## src/rtl/inspike_seq_ctrl_pkg.sv

```systemverilog
// -----------------------------------------------------------------------------
// inspike_seq_ctrl_pkg
// Shared definitions for the input-spike sequencer:
//   - seq_state_e : sequencer state encoding (3 bits, IDLE..DONE)
//   - DEF_AXON_CNT_BIT_WIDTH / DEF_NUM_AXONS : default sizing of the axon sweep
// -----------------------------------------------------------------------------
package inspike_seq_ctrl_pkg;

   localparam int DEF_AXON_CNT_BIT_WIDTH = 8;
   localparam int DEF_NUM_AXONS          = 256;

   typedef enum logic [2:0] {
      ST_IDLE = 3'd0,
      ST_LOAD = 3'd1,
      ST_RCL  = 3'd2,
      ST_SAVE = 3'd3,
      ST_LRN  = 3'd4,
      ST_DONE = 3'd5
   } seq_state_e;

endpackage

```

## src/rtl/inspike_seq_ctrl_axon_sweep_cnt.sv

```systemverilog
// -----------------------------------------------------------------------------
// inspike_seq_ctrl_axon_sweep_cnt
// Axon address counter shared by the recall and learn sweeps.
// Ports:
//   clk_i  : clock
//   rst_i  : synchronous active-high reset (counter -> 0)
//   clr_i  : synchronous clear (counter -> 0)
//   en_i   : advance by one; from NUM_AXONS-1 it returns to 0
//   cnt_o  : current count
//   tc_o   : terminal count (cnt_o == NUM_AXONS-1)
// -----------------------------------------------------------------------------
module inspike_seq_ctrl_axon_sweep_cnt
   import inspike_seq_ctrl_pkg::*;
#(
   parameter int NUM_AXONS          = DEF_NUM_AXONS,
   parameter int AXON_CNT_BIT_WIDTH = DEF_AXON_CNT_BIT_WIDTH
) (
   input  logic                          clk_i,
   input  logic                          rst_i,
   input  logic                          clr_i,
   input  logic                          en_i,
   output logic [AXON_CNT_BIT_WIDTH-1:0] cnt_o,
   output logic                          tc_o
);

   localparam logic [AXON_CNT_BIT_WIDTH-1:0] LP_LAST = AXON_CNT_BIT_WIDTH'(NUM_AXONS - 1);

   logic [AXON_CNT_BIT_WIDTH-1:0] r_cnt;

   // Explicit compare against the last axon: the counter never relies on
   // natural overflow, so NUM_AXONS need not be a power of two.
   always_ff @(posedge clk_i) begin
      if (rst_i || clr_i) begin
         r_cnt <= '0;
      end else if (en_i) begin
         r_cnt <= (r_cnt == LP_LAST) ? '0 : r_cnt + 1'b1;
      end
   end

   assign cnt_o = r_cnt;
   assign tc_o  = (r_cnt == LP_LAST);

endmodule

```

## src/rtl/inspike_seq_ctrl.sv

```systemverilog
// -----------------------------------------------------------------------------
// inspike_seq_ctrl
// Per-timestep sequencer for a neuron core's input spike buffer. A tick loads
// the buffer, sweeps all axons for recall reads, optionally snapshots recall
// spikes into the learn buffer and sweeps learn reads, then pulses done.
// Ports:
//   clk_i, rst_i          : clock, synchronous active-high reset
//   tick_i                : timestep start pulse (ignored and flagged if busy)
//   lrn_en_i              : learning enable, sampled when a tick is accepted
//   rdy_i                 : downstream ready, gates every read issue
//   start_o               : buffer load strobe
//   RclAxonAddr_o         : recall read address
//   rdEn_RclInSpike_o     : recall read enable
//   saveRclSpikes_o       : recall->learn snapshot strobe
//   LrnAxonAddr_o         : learn read address
//   rdEn_LrnInSpike_o     : learn read enable
//   rcl_vld_o/axon/last   : recall issue delayed one cycle (aligned with data)
//   lrn_vld_o/lrn_axon_o  : learn issue delayed one cycle
//   busy_o                : not IDLE
//   done_o                : end-of-timestep pulse
//   overrun_o             : sticky, tick arrived while busy
// -----------------------------------------------------------------------------
module inspike_seq_ctrl
   import inspike_seq_ctrl_pkg::*;
#(
   parameter int NUM_AXONS          = DEF_NUM_AXONS,
   parameter int AXON_CNT_BIT_WIDTH = DEF_AXON_CNT_BIT_WIDTH
) (
   input  logic                          clk_i,
   input  logic                          rst_i,
   input  logic                          tick_i,
   input  logic                          lrn_en_i,
   input  logic                          rdy_i,
   output logic                          start_o,
   output logic [AXON_CNT_BIT_WIDTH-1:0] RclAxonAddr_o,
   output logic                          rdEn_RclInSpike_o,
   output logic                          saveRclSpikes_o,
   output logic [AXON_CNT_BIT_WIDTH-1:0] LrnAxonAddr_o,
   output logic                          rdEn_LrnInSpike_o,
   output logic                          rcl_vld_o,
   output logic [AXON_CNT_BIT_WIDTH-1:0] rcl_axon_o,
   output logic                          rcl_last_o,
   output logic                          lrn_vld_o,
   output logic [AXON_CNT_BIT_WIDTH-1:0] lrn_axon_o,
   output logic                          busy_o,
   output logic                          done_o,
   output logic                          overrun_o
);

   seq_state_e                    r_state;
   logic                          r_lrn_q;
   logic                          r_last_iss;   // current read strobe is the final axon
   logic                          r_start, r_save, r_done, r_busy, r_overrun;
   logic                          r_rd_rcl, r_rd_lrn;
   logic [AXON_CNT_BIT_WIDTH-1:0] r_rcl_addr, r_lrn_addr;
   logic                          r_rcl_vld, r_rcl_last, r_lrn_vld;
   logic [AXON_CNT_BIT_WIDTH-1:0] r_rcl_axon, r_lrn_axon;

   logic [AXON_CNT_BIT_WIDTH-1:0] w_cnt;
   logic                          w_tc;
   logic                          w_cnt_en, w_cnt_clr;
   logic                          w_rcl_end, w_lrn_end;

   // A phase ends once its final read is on the outputs. Read issues are
   // decided one cycle ahead, so LOAD and SAVE already decide the first
   // read of the phase that follows them.
   assign w_rcl_end = (r_state == ST_RCL) && r_rd_rcl && r_last_iss;
   assign w_lrn_end = (r_state == ST_LRN) && r_rd_lrn && r_last_iss;
   assign w_cnt_en  = rdy_i && ((r_state == ST_LOAD) || (r_state == ST_SAVE) ||
                                ((r_state == ST_RCL) && !w_rcl_end) ||
                                ((r_state == ST_LRN) && !w_lrn_end));
   assign w_cnt_clr = (r_state == ST_IDLE) && tick_i;

   inspike_seq_ctrl_axon_sweep_cnt #(
      .NUM_AXONS          (NUM_AXONS),
      .AXON_CNT_BIT_WIDTH (AXON_CNT_BIT_WIDTH)
   ) u_sweep_cnt (
      .clk_i (clk_i),
      .rst_i (rst_i),
      .clr_i (w_cnt_clr),
      .en_i  (w_cnt_en),
      .cnt_o (w_cnt),
      .tc_o  (w_tc)
   );

   always_ff @(posedge clk_i) begin
      if (rst_i) begin
         r_state    <= ST_IDLE;
         r_lrn_q    <= 1'b0;
         r_last_iss <= 1'b0;
         r_start    <= 1'b0;
         r_save     <= 1'b0;
         r_done     <= 1'b0;
         r_busy     <= 1'b0;
         r_overrun  <= 1'b0;
         r_rd_rcl   <= 1'b0;
         r_rd_lrn   <= 1'b0;
         r_rcl_addr <= '0;
         r_lrn_addr <= '0;
         r_rcl_vld  <= 1'b0;
         r_rcl_axon <= '0;
         r_rcl_last <= 1'b0;
         r_lrn_vld  <= 1'b0;
         r_lrn_axon <= '0;
      end else begin
         r_start    <= 1'b0;
         r_save     <= 1'b0;
         r_done     <= 1'b0;
         r_rd_rcl   <= 1'b0;
         r_rd_lrn   <= 1'b0;
         r_last_iss <= w_cnt_en && w_tc;

         // Alignment pipeline: runs independently of the state so the final
         // valid still appears after the FSM has moved on.
         r_rcl_vld  <= r_rd_rcl;
         r_rcl_axon <= r_rcl_addr;
         r_rcl_last <= r_rd_rcl && r_last_iss;
         r_lrn_vld  <= r_rd_lrn;
         r_lrn_axon <= r_lrn_addr;

         // DONE still counts as busy, so a tick coinciding with done_o is flagged.
         if (tick_i && (r_state != ST_IDLE)) begin
            r_overrun <= 1'b1;
         end

         case (r_state)
            ST_IDLE: begin
               if (tick_i) begin
                  r_state <= ST_LOAD;
                  r_lrn_q <= lrn_en_i;
                  r_start <= 1'b1;
                  r_busy  <= 1'b1;
               end
            end
            ST_LOAD, ST_RCL: begin
               if (w_rcl_end) begin
                  if (r_lrn_q) begin
                     r_state <= ST_SAVE;
                     r_save  <= 1'b1;
                  end else begin
                     r_state <= ST_DONE;
                     r_done  <= 1'b1;
                  end
               end else begin
                  r_state    <= ST_RCL;
                  r_rd_rcl   <= rdy_i;
                  r_rcl_addr <= w_cnt;
               end
            end
            ST_SAVE, ST_LRN: begin
               if (w_lrn_end) begin
                  r_state <= ST_DONE;
                  r_done  <= 1'b1;
               end else begin
                  r_state    <= ST_LRN;
                  r_rd_lrn   <= rdy_i;
                  r_lrn_addr <= w_cnt;
               end
            end
            default: begin
               r_state <= ST_IDLE;
               r_busy  <= 1'b0;
            end
         endcase
      end
   end

   assign start_o           = r_start;
   assign RclAxonAddr_o     = r_rcl_addr;
   assign rdEn_RclInSpike_o = r_rd_rcl;
   assign saveRclSpikes_o   = r_save;
   assign LrnAxonAddr_o     = r_lrn_addr;
   assign rdEn_LrnInSpike_o = r_rd_lrn;
   assign rcl_vld_o         = r_rcl_vld;
   assign rcl_axon_o        = r_rcl_axon;
   assign rcl_last_o        = r_rcl_last;
   assign lrn_vld_o         = r_lrn_vld;
   assign lrn_axon_o        = r_lrn_axon;
   assign busy_o            = r_busy;
   assign done_o            = r_done;
   assign overrun_o         = r_overrun;

endmodule

```

## config.mk

```make
export PLATFORM = sky130hd
export DESIGN_NAME = inspike_seq_ctrl
export DESIGN_NICKNAME = d
export VERILOG_FILES = /design/src/rtl/inspike_seq_ctrl_pkg.sv /design/src/rtl/inspike_seq_ctrl_axon_sweep_cnt.sv /design/src/rtl/inspike_seq_ctrl.sv
export SDC_FILE = /design/constraint.sdc
export NUM_CORES = 1
export LEC_CHECK = 0
export ABC_AREA = 0
export CORE_UTILIZATION = 46
export DETAILED_ROUTE_END_ITERATION = 8
export PLACE_DENSITY = 0.74
export SYNTH_ARGS = -nofsm -noshare
export SYNTH_HDL_FRONTEND = slang
export SYNTH_SLANG_ARGS = --single-unit
export TNS_END_PERCENT = 20
```

## constraint.sdc

```tcl
create_clock -name clk_i -period 4.2 [get_ports clk_i]
set_clock_uncertainty 0.15 [all_clocks]
set_input_delay 0.42 -clock clk_i [delete_from_list [all_inputs] [get_ports clk_i]]
set_output_delay 0.42 -clock clk_i [all_outputs]
set_load 0.02 [all_outputs]
```

==> results.toml <==
[logic_synthesis]
netlist_instances = 204
netlist.area_leader.share = 0.554
synth_cell_type_count = 35
synthTopCellsByArea = "dfxtp_1 (55%), mux2i_1 (8.6%), nor2b_1 (6.9%), nor2_1 (5.9%), a21oi_1 (3.0%)"
synth-seq-area-share = 0.554
yosysMostFrequentCell = "dfxtp_1"
synth_edf_count = 0
ys_seq_elements = 55
synth_ff_type = "dfxtp_1"
syn_area_um2 = 1990
syn_nets = 210
yosys_warnings = 0
synth.avg_cell_area_um2 = 9.75
ys_top_cells_by_count = "dfxtp_1 (55), nor2_1 (31), nor2b_1 (22)"
netlist.top_cell.by_area = "dfxtp_1"
synthArstFlopShare = 0

[clock_network]
htreeDepth = 2
cts_buffer_depth = 2
cts_buffers = 5
path_clk_slew_ns = 0.09
clkLatencyLatePin_ns = 0.30
cts_setup_buffers = 0
root_buffer = "clkbuf_8"
cts_sinks = 55
cts.hold.buffers_added = 0
cts_tree = "done"
cts_resized = 0

[worst_setup_path]
slowest_stage = "dfxtp_1"
crit_path_cell_trace = "inv_2 > a2111oi_4 > o21ai_2 > or4_1 > a21oi_1"
r2r_cells = 5
path_max_fanout = 14
cp-end-kind = "flip-flop"
ff2ff_setup_slack_ns = 1.94
slowest_delay_ns = 0.60
timing.rr.end = "u_sweep_cnt.cnt_o[5]$_SDFFE_PP0P_"
worst_ep_arrival_time_ns = 2.34
cp.required_ns = 4.28
critPathKind = "flip-flop to flip-flop"
setup.worst_path.start_class = "flip-flop"
r2r_start = "r_state[2]$_SDFFE_PP0N_"

[global_route]
first_global_vias = 1265
grt_pass1_wl_um = 5870
antenna_found_initial = 0
grt_util_all_layers = 0.172
grt_max_degree = 29
grt_remaining_overflow = 0

[route]
ant_nets = 0
drt_iter0_drc = 24
drc = 0
vias = 1475
wl_per_cell_um = 12.2
drtPass1Iterations = 4
drt-total-wl_um = 3620
vias_per_cell = 4.98

[sta]
period_share = 0.537
max_freq_mhz = 443
hold_viol = 0
tns_ns = 0
finalSetupViolations = 0
fin_hold_ws_ns = 0.332
min_period_ns = 2.26
rsz0062_at_grt = "false"
final_max_slew_viol_count = 0
tightest_slew_ns = 0.653
slew_headroom = 0.563

[die]
core.rowCount = 23
initial_core_util = 0.487
die_h_um = 67.7
die-width_um = 67.7
die_area_um2 = 4590
num_io_pins = 47
core_um2 = 4090

[finish]
drive_above_1_share = 0.0528
fin_util = 0.628
syn_to_final_growth_pct = 29.1
num-nets-final = 252
diodes = 0
design_area_um2 = 2570

[status]
outcome = "finished, final reports clean"

[min_path]
hp-class = "flip-flop to flip-flop"
worstHoldEndpoint = "lrn_axon_o[6]$_SDFF_PP0_"
min-delay-start = "LrnAxonAddr_o[6]$_SDFFE_PP0P_"
holdPathStages = 1

[power_and_ir_drop]
vdd_ir_drop_max_mv = 0.253
power_density_nw_per_um2 = 363
p_leak_nw = 0.913

[placed_design]
gp_congestion = 0.839
portBuffers = 46
placed_area_um2 = 2460
dpl.hpwl_um = 2530

[job]
cap_violations = 0
state kept, by name (all words and copies together), names as in the netlist, 3 cells and up:
name and flops:
LrnAxonAddr_o 8, rcl_axon_o 8, r_state 3, lrn_axon_o 8, u_sweep_cnt.cnt_o 8, RclAxonAddr_o 8
cell families (layout without fill, tap and decap cells):
kind of cell	count (synthesis)	in the layout	share of synthesized area
AO/OA/AOI/OAI	30	30	0.101
XOR/XNOR	2	2	0.00881
adder cells (fa/ha/maj)	1	1	0.00629
buffers and inverters	14	56	0.0308
flip-flops	55	55	0.554
multiplexers	17	17	0.0856
AND/OR/NAND/NOR	85	85	0.213
placed cells by master, fill, tap and decap left out, types with 2 or more instances in the layout:
cell type        synthesis  final
nor3_1                   5      5
mux2i_1                 17     17
a31oi_1                  2      2
a21o_1                   2      2
clkbuf_8                 0      5
clkdlybuf4s50_1          0     46
dfxtp_1                 55     55
nand2_1                 11     11
nor2b_1                 22     22
nand3_1                  4      4
nor2_1                  31     31
or4_1                    3      3
o21ai_0                  7      7
xor2_1                   2      2
a21oi_1                 12     12
metal layers:
| metal | share of wire | up-vias | GRT usage |
|---|---|---|---|
| met5 | 0 | - | 0 |
| met2 | 0.45 | 28 | 0.255 |
| met3 | 0.039 | 6 | 0.0541 |
| li1 | - | 771 | - |
| met1 | 0.50 | 670 | 0.230 |
| met4 | 0.016 | 0 | 0.0638 |
power breakdown:
part	leakage, nW	switching [mW]	internal, mW	total, mW
registers	0.444	0.00916	0.528	0.537
clock network	0.0513	0.155	0.175	0.329
logic	0.417	0.0377	0.0274	0.0651
total	0.913	0.201	0.730	0.932
worst max path at each step:
| stage | from | end | slack [ns] |
|---|---|---|---|
| after floorplan | r_state[2]$_SDFFE_PP0N_ | u_sweep_cnt.cnt_o[7]$_SDFFE_PP0P_ | 2.29 |
| after global placement | r_state[2]$_SDFFE_PP0N_ | u_sweep_cnt.cnt_o[5]$_SDFFE_PP0P_ | 2.04 |
| after detailed placement | r_state[2]$_SDFFE_PP0N_ | u_sweep_cnt.cnt_o[5]$_SDFFE_PP0P_ | 1.96 |
| after CTS | r_state[2]$_SDFFE_PP0N_ | u_sweep_cnt.cnt_o[5]$_SDFFE_PP0P_ | 1.94 |
| after global routing | r_state[2]$_SDFFE_PP0N_ | u_sweep_cnt.cnt_o[5]$_SDFFE_PP0P_ | 1.81 |
| final | r_state[2]$_SDFFE_PP0N_ | u_sweep_cnt.cnt_o[5]$_SDFFE_PP0P_ | 1.94 |
worst max-delay path, delay by kind of cell, from the launching register on:
kind	cells	cell delay, ns
DFF	1	0.60
AOI/OAI and AO/OA	3	0.82
buffers and inverters	1	0.12
and+or+nand+nor	1	0.50
through the flow:
step / setup WS, ns / cells / power, mW
finish: 1.94 / 296 / 0.932
global route: 1.81 / 296 / 0.970
CTS: 1.94 / 296 / 0.942
detailed placement: 1.96 / 289 / 0.615
global placement: 2.04 / 289 / 0.615
floorplan: 2.29 / 204 / 0.596
layout make-up:
| cell class | instances | area, um2 |
|---|---|---|
| timing repair buffer | 47 | 468 |
| clock buffer | 6 | 72.6 |
| fill | 361 | 1520 |
| clock inverter | 1 | 30.0 |
| multi-input combinational | 135 | 826 |
| sequential | 55 | 1100 |
| inverter | 2 | 7.51 |
| tap | 50 | 62.6 |
(Power assumes the default switching activity.)
